<file path="src/rtl/cnn_pkg.sv">
// Shared types and helpers for the pooling datapath.
package cnn_pkg;

  typedef enum logic {POOL_MAX = 1'b0, POOL_AVG = 1'b1} pool_mode_e;

  // Wide signed working type. Operands are sign-extended into it, and
  // results are cut back to the storage width by the caller.
  localparam int ACC_W = 32;
  typedef logic signed [ACC_W-1:0] acc_t;

  function automatic acc_t pool_max(acc_t a, acc_t b);
    return (a > b) ? a : b;
  endfunction

  function automatic acc_t pool_sum(acc_t a, acc_t b);
    return a + b;
  endfunction

  // Counter/address width. Never returns 0, so a one-entry range still
  // gets a 1-bit signal.
  function automatic int cnt_w(int n);
    return (n > 1) ? $clog2(n) : 1;
  endfunction

endpackage

</file>
<file path="src/rtl/pool_row_buffer.sv">
// Line buffer holding one partial result per output column and channel.
// Reads are asynchronous and writes are synchronous. Storage is rounded up
// to a power of two so that every address value is in range.
module pool_row_buffer
  import cnn_pkg::*;
#(
  parameter int DEPTH  = 14,
  parameter int WIDTH  = 9,
  parameter int ADDR_W = cnt_w(DEPTH)
) (
  input  logic              clk,
  input  logic              wr_en,
  input  logic [ADDR_W-1:0] wr_addr,
  input  logic [WIDTH-1:0]  wr_data,
  input  logic [ADDR_W-1:0] rd_addr,
  output logic [WIDTH-1:0]  rd_data
);

  logic [WIDTH-1:0] mem [0:(1<<ADDR_W)-1];

  assign rd_data = mem[rd_addr];

  // Write the even-row partial result.
  always_ff @(posedge clk) begin
    if (wr_en) mem[wr_addr] <= wr_data;
  end

endmodule

</file>
<file path="src/rtl/pool2x2_stream_engine.sv">
// 2x2 / stride-2 max or average pooling over a channel-interleaved raster
// stream. It has one output register with ready/valid handshakes on both sides.
module pool2x2_stream_engine
  import cnn_pkg::*;
#(
  parameter int DATA_W   = 8,
  parameter int MAP_W    = 28,
  parameter int MAP_H    = 28,
  parameter int CHANNELS = 1
) (
  input  logic                     clk,
  input  logic                     rst,
  input  logic                     cfg_avg,
  input  logic                     in_valid,
  output logic                     in_ready,
  input  logic signed [DATA_W-1:0] in_data,
  output logic                     out_valid,
  input  logic                     out_ready,
  output logic signed [DATA_W-1:0] out_data,
  output logic                     out_last,
  output logic                     frame_done
);

  localparam int CH_W   = cnt_w(CHANNELS);
  localparam int COL_W  = cnt_w(MAP_W);
  localparam int ROW_W  = cnt_w(MAP_H);
  localparam int DEPTH  = (MAP_W / 2) * CHANNELS;
  localparam int ADDR_W = cnt_w(DEPTH);
  localparam int PART_W = DATA_W + 1;
  localparam int SUM_W  = DATA_W + 2;

  // The last column and row that are part of a 2x2 window. Beyond these,
  // an odd map size leaves a trailing column/row that is accepted and discarded.
  localparam logic [COL_W-1:0] LAST_COL = COL_W'((MAP_W / 2) * 2 - 1);
  localparam logic [ROW_W-1:0] LAST_ROW = ROW_W'((MAP_H / 2) * 2 - 1);
  localparam logic [CH_W-1:0]  LAST_CH  = CH_W'(CHANNELS - 1);

  logic [CH_W-1:0]  ch;
  logic [COL_W-1:0] col;
  logic [ROW_W-1:0] row;
  pool_mode_e       mode_q;

  logic [CHANNELS-1:0][DATA_W-1:0] hold;
  logic signed [DATA_W-1:0]        hold_sel;

  logic accept, keep, ch_wrap, col_wrap, row_wrap, first_beat;
  logic buf_we, emit, emit_last;
  logic [ADDR_W-1:0] buf_addr;
  logic signed [PART_W-1:0] part_rd, part_new;
  logic signed [SUM_W-1:0]  sum4, sum4_sh;
  logic signed [DATA_W-1:0] result;
  acc_t a_hold, a_pix, a_part, a_pair;

  assign in_ready   = !out_valid || out_ready;
  assign accept     = in_valid && in_ready;
  assign ch_wrap    = (ch == LAST_CH);
  assign col_wrap   = (col == COL_W'(MAP_W - 1));
  assign row_wrap   = (row == ROW_W'(MAP_H - 1));
  assign first_beat = (ch == '0) && (col == '0) && (row == '0);
  assign keep       = (col <= LAST_COL) && (row <= LAST_ROW);

  // Column 2k and column 2k+1 share row-buffer slot k. Channels are interleaved inside the slot.
  assign buf_addr = ADDR_W'(32'(col >> 1) * 32'(CHANNELS) + 32'(ch));

  assign buf_we    = accept && keep && col[0] && !row[0];
  assign emit      = accept && keep && col[0] && row[0];
  assign emit_last = (col == LAST_COL) && (row == LAST_ROW) && ch_wrap;

  // Select the pair register of the current channel.
  always_comb begin
    hold_sel = '0;
    for (int c = 0; c < CHANNELS; c++)
      if (ch == CH_W'(c)) hold_sel = hold[c];
  end

  assign a_hold = acc_t'(hold_sel);
  assign a_pix  = acc_t'(in_data);
  assign a_part = acc_t'(part_rd);
  assign sum4   = SUM_W'(pool_sum(a_part, pool_sum(a_hold, a_pix)));
  assign sum4_sh = sum4 >>> 2;

  // Combine datapath: a horizontal pair feeds the row buffer, and a full
  // 2x2 window feeds the output register. A four-term sum fits in
  // DATA_W+2 bits. The arithmetic shift rounds toward -inf.
  always_comb begin
    a_pair   = '0;
    part_new = '0;
    result   = '0;
    if (mode_q == POOL_MAX) begin
      a_pair   = pool_max(a_hold, a_pix);
      part_new = PART_W'(a_pair);
      result   = DATA_W'(pool_max(a_part, a_pair));
    end else begin
      a_pair   = pool_sum(a_hold, a_pix);
      part_new = PART_W'(a_pair);
      result   = DATA_W'(sum4_sh);
    end
  end

  pool_row_buffer #(
    .DEPTH (DEPTH),
    .WIDTH (PART_W),
    .ADDR_W(ADDR_W)
  ) u_rowbuf (
    .clk    (clk),
    .wr_en  (buf_we),
    .wr_addr(buf_addr),
    .wr_data(part_new),
    .rd_addr(buf_addr),
    .rd_data(part_rd)
  );

  // Position counters, the per-frame mode latch and the even-column pair registers.
  always_ff @(posedge clk) begin
    if (rst) begin
      ch     <= '0;
      col    <= '0;
      row    <= '0;
      mode_q <= POOL_MAX;
      hold   <= '0;
    end else if (accept) begin
      if (first_beat) mode_q <= pool_mode_e'(cfg_avg);
      for (int c = 0; c < CHANNELS; c++)
        if (ch == CH_W'(c) && !col[0] && keep) hold[c] <= in_data;
      if (ch_wrap) begin
        ch <= '0;
        if (col_wrap) begin
          col <= '0;
          row <= row_wrap ? '0 : row + ROW_W'(1);
        end else begin
          col <= col + COL_W'(1);
        end
      end else begin
        ch <= ch + CH_W'(1);
      end
    end
  end

  // Output register. A new result can load in the same cycle that the
  // previous one drains. frame_done follows the handshake of the last beat.
  always_ff @(posedge clk) begin
    if (rst) begin
      out_valid  <= 1'b0;
      out_data   <= '0;
      out_last   <= 1'b0;
      frame_done <= 1'b0;
    end else begin
      frame_done <= out_valid && out_ready && out_last;
      if (emit) begin
        out_valid <= 1'b1;
        out_data  <= result;
        out_last  <= emit_last;
      end else if (out_ready) begin
        out_valid <= 1'b0;
        out_last  <= 1'b0;
      end
    end
  end

endmodule
</file>
<file path="config.mk">
export PLATFORM = sky130hd
export DESIGN_NAME = pool2x2_stream_engine
export DESIGN_NICKNAME = d
export VERILOG_FILES = /design/src/rtl/cnn_pkg.sv /design/src/rtl/pool_row_buffer.sv /design/src/rtl/pool2x2_stream_engine.sv
export SDC_FILE = /design/constraint.sdc
export NUM_CORES = 1
export LEC_CHECK = 0
export CAP_MARGIN = 20
export CORE_MARGIN = 8
export CORE_UTILIZATION = 45
export DETAILED_ROUTE_END_ITERATION = 10
export HOLD_SLACK_MARGIN = 0.03
export PLACE_DENSITY = 0.66
export SLEW_MARGIN = 20
export SYNTH_ARGS = -nofsm -noshare
export SYNTH_HDL_FRONTEND = slang
export SYNTH_SLANG_ARGS = --single-unit
</file>
<file path="constraint.sdc">
create_clock -name clk -period 6.6 [get_ports clk]
set_input_delay 0.66 -clock clk [delete_from_list [all_inputs] [get_ports clk]]
set_output_delay 0.66 -clock clk [all_outputs]
set_load 0.01 [all_outputs]
</file>
* After elaboration in Yosys (flattened, before gate mapping)
Memory sizes are Yosys's and may differ from the RTL's. Index checks and enable logic that the tools add are counted. W data, S select, Z words.
Operators by class: multiplexer cells 13, bitwise logic cells 1, $add $sub $neg 6, equality and inequality tests 2, order comparisons 4, reduce and logical (&&, ||, !) cells 25
Operators with widths (count):
- $gt A9 B32 Y1 | 1
- $mux W32 | 1
- $mux W8 | 3
- $logic_and A1 B1 Y1 | 14
- $add A5 B1 Y5 const B | 2
- $add A9 B9 Y10 | 1
- $eq A5 B5 Y1 const B | 2
- $le A5 B5 Y1 const B | 2
- $logic_not A5 Y1 | 2
- $mux W5 | 2
- $add A8 B8 Y9 | 1
- $mux W9 | 1
- $gt A8 B8 Y1 | 1
- $mux W1 | 6
- $reduce_and A2 Y1 | 3
- $add A4 B1 Y4 | 1
- $logic_not A1 Y1 | 3
- $reduce_and A3 Y1 | 1
- $reduce_bool A2 Y1 | 1
- $add A1 B1 Y1 const B | 1
- $logic_or A1 B1 Y1 | 1
- $not A1 Y1 | 1
Storage, ports and cells: register bits 31, output and inout bits 12, memories 1, RAM bits 144, bits of input ports 13
Memories:
- u_rowbuf.mem | words 16, bits a word 9, rd ports 1, clocked after memory_dff 0, wr ports 1, line pool_row_buffer.sv:19 | logic [WIDTH-1:0] mem [0:(1<<ADDR_W)-1];

* Logic depth before layout (Yosys ltp)
Gate-level depths: netlist of the first run.
word-level depth 8, mapped depth 17, depth with buffers taken out 16

* Cells and area by module
From an unflattened synthesis of the first run, not the netlist that was laid out.
Unflattened totals: cell total of the unflattened synthesis 580, area, all modules 8361.8 µm²
By module, submodules not included:
- pool_row_buffer | area an instance 5600.4 µm², cells an instance 245, instances 1, sequential area each 4324.1 µm²
- pool2x2_stream_engine | area an instance 2761.4 µm², cells an instance 335, instances 1, sequential area each 600.6 µm²

* Worst setup path after synthesis of the first run
OpenSTA, ideal clock, no wires.
path kind input to register, start point input port in_data[5], end point register out_data[4], arrival time 3966 ps, cell stages on the path 17, setup slack 2517 ps, data required time 6483 ps, path buffers 1, cell sequence inv_1 -> ha_1 -> and4_1 -> nand4_1 -> a31oi_1 -> a31oi_1 -> mux2_2 -> inv_1 -> ha_1 -> a211oi_1 -> nand3b_1 -> a31oi_1 -> a21oi_1 -> clkbuf_1 -> nand2_1 -> o211ai_1 -> a32o_1
Between the ends: longest elaborated chain between the ends 5, elaborated cells between the ends (all ways) 7, classes of those cells 2 x add/sub; 2 x order compare; 3 x mux
Ends and longest elaborated chain:
- start, declared | line pool2x2_stream_engine.sv:16 | input logic signed [DATA_W-1:0] in_data,
- $gt A8 B8 Y1 | line cnn_pkg.sv:12 | return (a > b) ? a : b;
- $mux W32 | line cnn_pkg.sv:12
- $gt A9 B32 Y1 | line cnn_pkg.sv:12
- $mux W8 | line cnn_pkg.sv:12
- $mux W8 * | line pool2x2_stream_engine.sv:89 | if (mode_q == POOL_MAX) begin
- end signal, assigned | line pool2x2_stream_engine.sv:151 | out_data <= result;
- end, declared | line pool2x2_stream_engine.sv:19 | output logic signed [DATA_W-1:0] out_data,
Mark *: on every way between the ends. The rest lies on a longest branch, timed or not. A chain may end at the register's enable or synchronous reset.

* Worst setup path in the final report of the first run
start point input port in_data[5], end point register out_data[6]
The elaborated chain is that of the path after synthesis.

==> flow_metrics.tcl, run 1 <==
set metrics [dict create \
    pwr_density_cell_nw_per_um2 273 \
    cts_made_buffers 17 \
    status "complete, no violations" \
    setup_tns_ns 0 \
    syn_area_um2 8200 \
    seqCellArea_um2 4930 \
    place_ws_ns 1.28 \
    fill_cells 1516 \
    cts.hold.buffers_added 0 \
    ir_worst_vdd_v 0.000204 \
    area_growth_syn_to_layout_pct 13.6 \
    cts.sinks 174 \
    clock_skew_ns 0.00949 \
    hpwl_um 11700 \
    final_antenna_net_count 0 \
    finalSetupViolations 0 \
    fin_crit_ns 4.67 \
    maxSlewHeadroom 0.268 \
    ys_seq_elements 174 \
    dieArea_um2 22800 \
    drtPass1Iterations 5 \
    ctsResizeCount 0 \
    gp_congestion 0.871 \
    crit_type "input port to flop" \
    rows 49 \
    gr-total-overflow 0 \
    nets 666 \
    rsz0062_at_grt "false" \
    slew_viol_final 0 \
    yosys_warnings 0 \
    synth_cells 571 \
    crit_required_ns 6.94 \
    holdCritPathClass "flop to flop" \
    io_buffers 24 \
    die_h_um 151 \
    insertion_delay_ns 0.44 \
    fin_ws_ns 1.93 \
    multi_input_area_um2 3180 \
    drt_iter0_drc 360 \
    vias_per_cell 5.75 \
    drc 0 \
    io_pins 25 \
    die_x_um 151 \
    cts_max_level 4 \
    async_flop_share 0 \
    switchingPower_w 0.000665 \
    ys_seq_area_frac 0.601 \
    path_clk_slew_ns 0.07 \
    grt_pass1_wl_um 27500 \
    core_um2 17900 \
    worst_setup_path_start_kind "input port" \
    fmax_mhz 214 \
    final_common_cell "edfxtp_1" \
    combPwrFrac 0.135 \
    worst-path-max-fanout 14 \
    p_seq_frac 0.498 \
    clock_path_buffers 2 \
    tightest_slew_ns 1.09 \
    drive_above_1_share 0.163 \
    total_power_w 0.00254 \
    pwr-share-clk 0.367 \
    antenna_found_initial 0 \
    arrival_ns 5.01 \
    wl_um 17500 \
    cts_root_buf "clkbuf_16" \
    cts_tree "yes" \
    grt_max_degree 44 \
    wire_per_inst_um 20.4 \
    post_cts_buffers 0 \
    ys.flop_type "edfxtp_1" \
    final-hold-violation-count 0 \
    switching_share 0.262 \
    period_share 0.707 \
    antenna_cells 0 \
    rrSetupSlack_ns 2.13 \
    synth_cell_types 56 \
    synth_area_per_cell_um2 14.4 \
    final_cell_mix "edfxtp_1 (144), nor2_1 (48), mux4_2 (43), ha_1 (37)" \
    synth-edff-count 144 \
    crit_path_end_kind "flop" \
    cap_viol_max_count 0 \
    initial_core_util 0.458 \
    grt_pass1_vias 4978 \
    internal_power_w 0.00187 \
    track_usage 0.162 \
    vias 4919 \
    leakagePower_nw 3.16 \
]
==> routing by layer <==
metal | track usage | vias to the layer above | part of all wire | wire [um]
li1 | - | 2286 | - | -
met1 | 0.209 | 2494 | 0.46 | 8000
met2 | 0.259 | 111 | 0.47 | 8280
met3 | 0.0403 | 28 | 0.046 | 808
met4 | 0.0658 | 0 | 0.022 | 384
met5 | 0 | - | 0 | 0
==> power groups by stage <==
stage	sequential (W)	clock [W]	combinational (W)
after floorplan	0.00128	0	0.000252
after global placement	0.00129	0	0.000319
after detailed placement	0.00129	0	0.000334
after CTS	0.00127	0.000943	0.000336
after global routing	0.00127	0.000986	0.000376
final	0.00127	0.000931	0.000342
==> metrics by stage <==
stage                util  cells  hold slack [ns]  area [um^2]
CTS                 0.518    856            0.464         9280
detailed placement  0.488    825            0.452         8740
floorplan               -    588            0.471         8260
global placement    0.488    825            0.436         8740
global route        0.520    856            0.497         9310
finish              0.520    856            0.458         9310
==> sequential cells by signal (all words and copies together), names as in the netlist <==
name,flops
out_data,8
out_valid,1
row,5
col,5
u_rowbuf.mem,144
mode_q,1
hold,8
out_last,1
frame_done,1
==> area by class of cell <==
class	count	area share
Sequential cell	174	0.529
Multi-Input combinational cell	365	0.342
Clock buffer	18	0.0461
Tap cell	229	0.0308
Timing Repair Buffer	30	0.0301
Clock inverter	13	0.0112
Inverter	27	0.0109
==> worst max-delay path, cell delays in order <==
cell             delay [ns]
clkdlybuf4s50_1        0.53
inv_1                  0.07
ha_1                   0.38
and4_1                 0.20
nand4_1                0.10
a31oi_1                0.12
a31oi_2                0.54
mux2_2                 0.43
inv_1                  0.09
ha_1                   0.26
and3_1                 0.18
nand4_1                0.10
a31oi_1                0.14
a21oi_1                0.75
o211ai_1               0.16
a311oi_1               0.30
==> worst paths after layout <==
kind / start / endpoint / cells after the start
max: in_data[5] / out_data[6] / 16
min: out_last / frame_done / 2
max reg2reg: col[1] / out_data[6] / 10
min reg2reg: out_last / frame_done / 2
==> synthesized netlist by cell type, drive strengths merged (4+ instances only) <==
cell,n,area share
nand2b,8,0.0061
edfxtp,144,0.53
mux2i,16,0.020
ha,37,0.056
nor2,53,0.024
a311oi,4,0.0043
mux4,43,0.12
nor2b,4,0.0031
nor3b,4,0.0037
a31oi,8,0.0061
xor2,4,0.0043
o21ai,11,0.0067
a211oi,4,0.0037
nand4,7,0.0053
buf,9,0.0050
o21a,7,0.0064
inv,27,0.012
clkbuf,13,0.0060
and3,4,0.0031
a21oi,26,0.016
o211ai,7,0.0064
nor3,11,0.0067
nand3,7,0.0043
nor4,4,0.0038
or3,4,0.0031
nand2,28,0.013
mux2,7,0.0096
dfxtp,30,0.073
==> cell families (layout without fill, tap and decap cells) <==
kind of cell	Yosys count	after routing	share of synthesized area
flops	174	174	0.601
compound gates	88	88	0.0719
other cells	1	18	0.000458
xor+xnor	7	7	0.00748
buf+inv	49	88	0.0234
fa+ha+maj	38	38	0.0589
simple gates	148	148	0.0898
mux	66	66	0.147
(Power assumes the default switching activity.)
==> inputs of run 2 (changes only) <==
==> constraint.sdc (replaced) <==
create_clock -name clk -period 4.55 [get_ports clk]
set_input_delay 0.455 -clock clk [delete_from_list [all_inputs] [get_ports clk]]
set_output_delay 0.455 -clock clk [all_outputs]
set_load 0.01 [all_outputs]
==> flow_metrics.tcl, run 2 (same netlist as run 1, synthesis figures left out) <==
set metrics [dict create \
    status "complete, no violations" \
    rr_endpoint "out_data[6]" \
    crit_type "input port to flop" \
    track_usage 0.165 \
    crit_path_end_kind "flop" \
    largestRegisters "u_rowbuf.mem: 144 flops, hold: 8 flops, out_data: 8 flops" \
    ctsResizeCount 0 \
    finalSetupViolations 0 \
    dieArea_um2 22800 \
    path_clk_slew_ns 0.07 \
    arrival_ns 4.55 \
    grt_pass1_vias 5053 \
    worst_setup_path_start_kind "input port" \
    pwr-share-clk 0.387 \
    grt_max_degree 30 \
    fin_crit_ns 4.22 \
    die_h_um 151 \
    cts.sinks 174 \
    finalInstanceArea_um2 9500 \
    holdWs_ns 0.468 \
    largest_reg_flops 144 \
    io_pins 25 \
    switching_share 0.266 \
    cts_max_level 4 \
    leakagePower_nw 3.28 \
    final-hold-violation-count 0 \
    hpwl_um 12100 \
    cts_tree "yes" \
    area_growth_syn_to_layout_pct 15.9 \
    die_x_um 151 \
    ir_worst_vdd_v 0.000291 \
    wire_per_inst_um 20.5 \
    dpl.cell_count 842 \
    crit_required_ns 4.88 \
    nets 683 \
    vias_per_cell 5.75 \
    holdCritPathClass "flop to flop" \
    period_share 0.926 \
    place_ws_ns -0.0496 \
    combPwrFrac 0.132 \
    stdcell_count 874 \
    cts_root_buf "clkbuf_16" \
    gp_congestion 0.896 \
    maxSlewHeadroom 0.358 \
    p_seq_frac 0.481 \
    switchingPower_w 0.00101 \
    antenna_found_initial 0 \
    dpl-instance-area_um2 8890 \
    critical-path-max-stage-delay_ns 0.75 \
    final_util 0.531 \
    crit_path_start "in_data[5]" \
    drt_iter0_drc 316 \
    final_cell_mix "edfxtp_1 (144), nor2_1 (53), mux4_2 (43), ha_1 (37)" \
    post_cts_buffers 0 \
    final_common_cell "edfxtp_1" \
    antenna_cells 0 \
    tightest_slew_ns 0.961 \
    final_antenna_net_count 0 \
    clock_skew_ns 0.0104 \
    rrSetupSlack_ns 0.43 \
    top_register "u_rowbuf.mem" \
    path_common_cell "a31oi_1" \
    clock_path_buffers 2 \
    fin_ws_ns 0.335 \
    cap_viol_max_count 0 \
    rows 49 \
    grt_pass1_wl_um 28200 \
    drc 0 \
    worst-path-max-fanout 14 \
    r2r_start "col[2]" \
    drive_above_1_share 0.180 \
    endpoint "out_data[6]" \
    drtPass1Iterations 6 \
    io_buffers 24 \
    cts.hold.buffers_added 0 \
    initial_core_util 0.458 \
    internal_power_w 0.00280 \
    fmax_mhz 237 \
    critPathSlowestCell "a21oi_1" \
    wl_um 17900 \
    rsz0062_at_grt "false" \
    pwr_density_cell_nw_per_um2 401 \
    cts_made_buffers 17 \
    crit_chain "clkdlybuf4s50_1, inv_1, ha_1, and4_1, nand4_1, a31oi_1, a31oi_1, buf_4, mux2i_1, ha_1, and3_1, nand4_1, a31oi_1, a21oi_1, o211ai_1, a311oi_1" \
    insertion_delay_ns 0.43 \
    core_um2 17900 \
    r2r_cells 10 \
    vias 5026 \
    slew_viol_final 0 \
    gr-total-overflow 0 \
]
## run 2: cell count changes in the layout (fill, tap and decap cells not counted), moves of 2 or more
cell,before,now
buf_4,6,22
clkinv_8,0,4
clkinv_4,2,0
nor2_2,5,0
nor2_1,48,53
## run 2: worst min path at each step
| stage | start | end | cells after the start |
|---|---|---|---|
| 6_report | out_last | frame_done | 2 |
| 5_1_grt | out_last | frame_done | 2 |
| 4_1_cts | out_last | frame_done | 2 |
| 3_5_place_dp | out_last | frame_done | 2 |
| 3_3_place_gp | out_last | frame_done | 2 |
| 2_1_floorplan | out_last | frame_done | 2 |
## run 2: metal layers
layer / wire length, um / GRT usage / up-vias
met4: 166 / 0.0470 / 0
li1: - / - / 2327
met3: 878 / 0.0370 / 13
met1: 7940 / 0.211 / 2573
met5: 0 / 0 / -
met2: 8930 / 0.278 / 113
## run 2: layout make-up
cell class / count / area (um^2)
fill: 1454 / 8400
sequential: 174 / 4930
multi-input combinational: 365 / 3160
clock buffer: 17 / 425
timing repair buffer: 47 / 420
tap: 229 / 287
clock inverter: 15 / 176
inverter: 27 / 101
## run 2: power by group through the flow
stage	clock, W	combinational [W]	sequential, W
after floorplan	0	0.000366	0.00186
after global placement	0	0.000472	0.00187
after detailed placement	0	0.000495	0.00187
after CTS	0.00150	0.000498	0.00183
after global routing	0.00157	0.000559	0.00184
final	0.00147	0.000505	0.00183
## run 2: critical path: cells and delay by family
kind	cells	cell delay, ns
AND/OR/NAND/NOR	4	0.56
AO/OA/AOI/OAI	6	1.64
adder cells (fa/ha/maj)	2	0.69
multiplexers	1	0.39
buffers and inverters	3	0.82
## run 2: through the flow
stage	power [W]	setup TNS [ns]
after floorplan	0.00222	0
after global placement	0.00234	0
after detailed placement	0.00237	-0.0863
after CTS	0.00383	0
after global routing	0.00396	0
final	0.00381	0
==> inputs of run 3 (changes only) <==
--- a/config.mk
+++ b/config.mk
@@ -6,11 +6,13 @@
 export NUM_CORES = 1
 export LEC_CHECK = 0
 export CAP_MARGIN = 20
+export CORE_ASPECT_RATIO = 0.75
 export CORE_MARGIN = 8
 export CORE_UTILIZATION = 45
 export DETAILED_ROUTE_END_ITERATION = 10
+export DONT_BUFFER_PORTS = 1
 export HOLD_SLACK_MARGIN = 0.03
-export PLACE_DENSITY = 0.66
+export PLACE_DENSITY = 0.65
 export SLEW_MARGIN = 20
 export SYNTH_ARGS = -nofsm -noshare
 export SYNTH_HDL_FRONTEND = slang
==> flow_metrics.tcl, run 3 (same netlist as run 1, synthesis figures left out) <==
set metrics [dict create \
    grt_util_met3 0.0413 \
    io_buffers 0 \
    grt_pass1_wl_um 28100 \
    area_growth_syn_to_layout_pct 12.9 \
    fin_crit_ns 4.13 \
    holdCritPathClass "input port to flop" \
    drc 0 \
    antenna_cells 0 \
    vias_per_cell 5.75 \
    crit_path_end_kind "flop" \
    die_h_um 133 \
    final_common_cell "edfxtp_1" \
    insertion_delay_ns 0.43 \
    slew_viol_final 0 \
    leakagePower_nw 3.19 \
    track_usage 0.163 \
    crit_type "flop to flop" \
    gr-total-overflow 0 \
    io_pins 25 \
    rows 42 \
    cts.sinks 174 \
    wl_um 17700 \
    grt_pass1_vias 4930 \
    cts_made_buffers 17 \
    ctsResizeCount 0 \
    dieArea_um2 22800 \
    drive_above_1_share 0.181 \
    worst-path-max-fanout 23 \
    core_um2 17800 \
    rsz0062_at_grt "false" \
    pwr_density_cell_nw_per_um2 411 \
    gp_congestion 0.830 \
    die_x_um 172 \
    tightest_slew_ns 1.07 \
    crit_required_ns 4.88 \
    period_share 0.907 \
    clock_skew_ns 0.00933 \
    wire_per_inst_um 20.6 \
    stdcell_count 861 \
    maxSlewHeadroom 0.289 \
    final_antenna_net_count 0 \
    cts_root_buf "clkbuf_16" \
    grt_use_met2 0.245 \
    hpwl_um 12400 \
    path_clk_slew_ns 0.07 \
    place_ws_ns 0.411 \
    setup_tns_ns 0 \
    total_power_w 0.00380 \
    arrival_ns 4.46 \
    dpl.cell_count 829 \
    post_cts_buffers 0 \
    status "complete, no violations" \
    finalSetupViolations 0 \
    busiest_layer "met2" \
    top_register "u_rowbuf.mem" \
    antenna_found_initial 0 \
    drtPass1Iterations 5 \
    worst_setup_path_start_kind "flop" \
    grt_max_degree 31 \
    fin_ws_ns 0.421 \
    final_cell_mix "edfxtp_1 (144), nor2_1 (53), mux4_2 (43), ha_1 (37)" \
    largest_reg_flops 144 \
    cts_max_level 4 \
    fmax_mhz 242 \
    cts_tree "yes" \
    final-hold-violation-count 0 \
    ir_worst_vdd_v 0.000286 \
    clock_path_buffers 2 \
    largestRegisters "u_rowbuf.mem: 144 flops, hold: 8 flops, out_data: 8 flops" \
    cts.hold.buffers_added 0 \
    cap_viol_max_count 0 \
    grt_use_met1 0.232 \
    vias 4955 \
    drt_iter0_drc 500 \
    nets 657 \
    initial_core_util 0.461 \
]
run 3: cell types whose count changed in the layout (fill, tap and decap cells not counted):
cell             delta
a21oi_2             -1
clkinv_8            -3
clkinv_4            +2
buf_2               -1
buf_12              -1
buf_4               -1
clkdlybuf4s50_1    -23
inv_6               -2
bufinv_16           +1
a21oi_1             +1
inv_8               +2
run 3: per-layer routing:
| metal | wire [um] | vias to the layer above |
|---|---|---|
| met1 | 8350 | 2531 |
| met2 | 8220 | 133 |
| met3 | 979 | 17 |
| met4 | 164 | 0 |
| li1 | - | 2274 |
| met5 | 0 | - |
run 3: cell type report:
type,count,area [um^2]
fill,1510,8510
sequential,174,4930
multi-input combinational,365,3160
clock buffer,17,425
tap,242,303
clock inverter,15,180
timing repair buffer,21,158
inverter,27,101
run 3: final timing paths:
| kind | from | endpoint | slack (ns) | cells after the start |
|---|---|---|---|---|
| setup / recovery | col[1] | out_data[2] | 0.42 | 12 |
| hold / removal | rst | hold[4] | 0.09 | 1 |
| setup reg to reg | col[1] | out_data[2] | 0.42 | 12 |
| hold reg to reg | out_last | frame_done | 0.51 | 2 |
run 3: critical path, cell delays in order, from the launching register on:
cell and delay (ns):
dfxtp_2 0.72, buf_4 0.47, mux4_2 0.56, mux4_2 0.55, ha_1 0.33, a211oi_1 0.27
nand3b_1 0.11, a31oi_1 0.21, a21oi_1 0.06, buf_4 0.20, a21oi_1 0.17, o21ai_0 0.11
a32o_1 0.26
run 3: power by group:
group / total (W) / internal, W / switching (W)
clock: 0.00148 / 0.000829 / 0.000647
combinational: 0.000486 / 0.000193 / 0.000293
sequential: 0.00184 / 0.00182 / 0.0000222
total: 0.00380 / 0.00284 / 0.000963
run 3: metrics by stage:
stage	cell area [um^2]	hold WS [ns]	utilization
after global placement	8630	0.495	0.486
final	9250	0.0867	0.521
after global routing	9250	0.0723	0.521
after CTS	9250	0.0726	0.520
after floorplan	8260	0.471	-
after detailed placement	8640	0.502	0.486
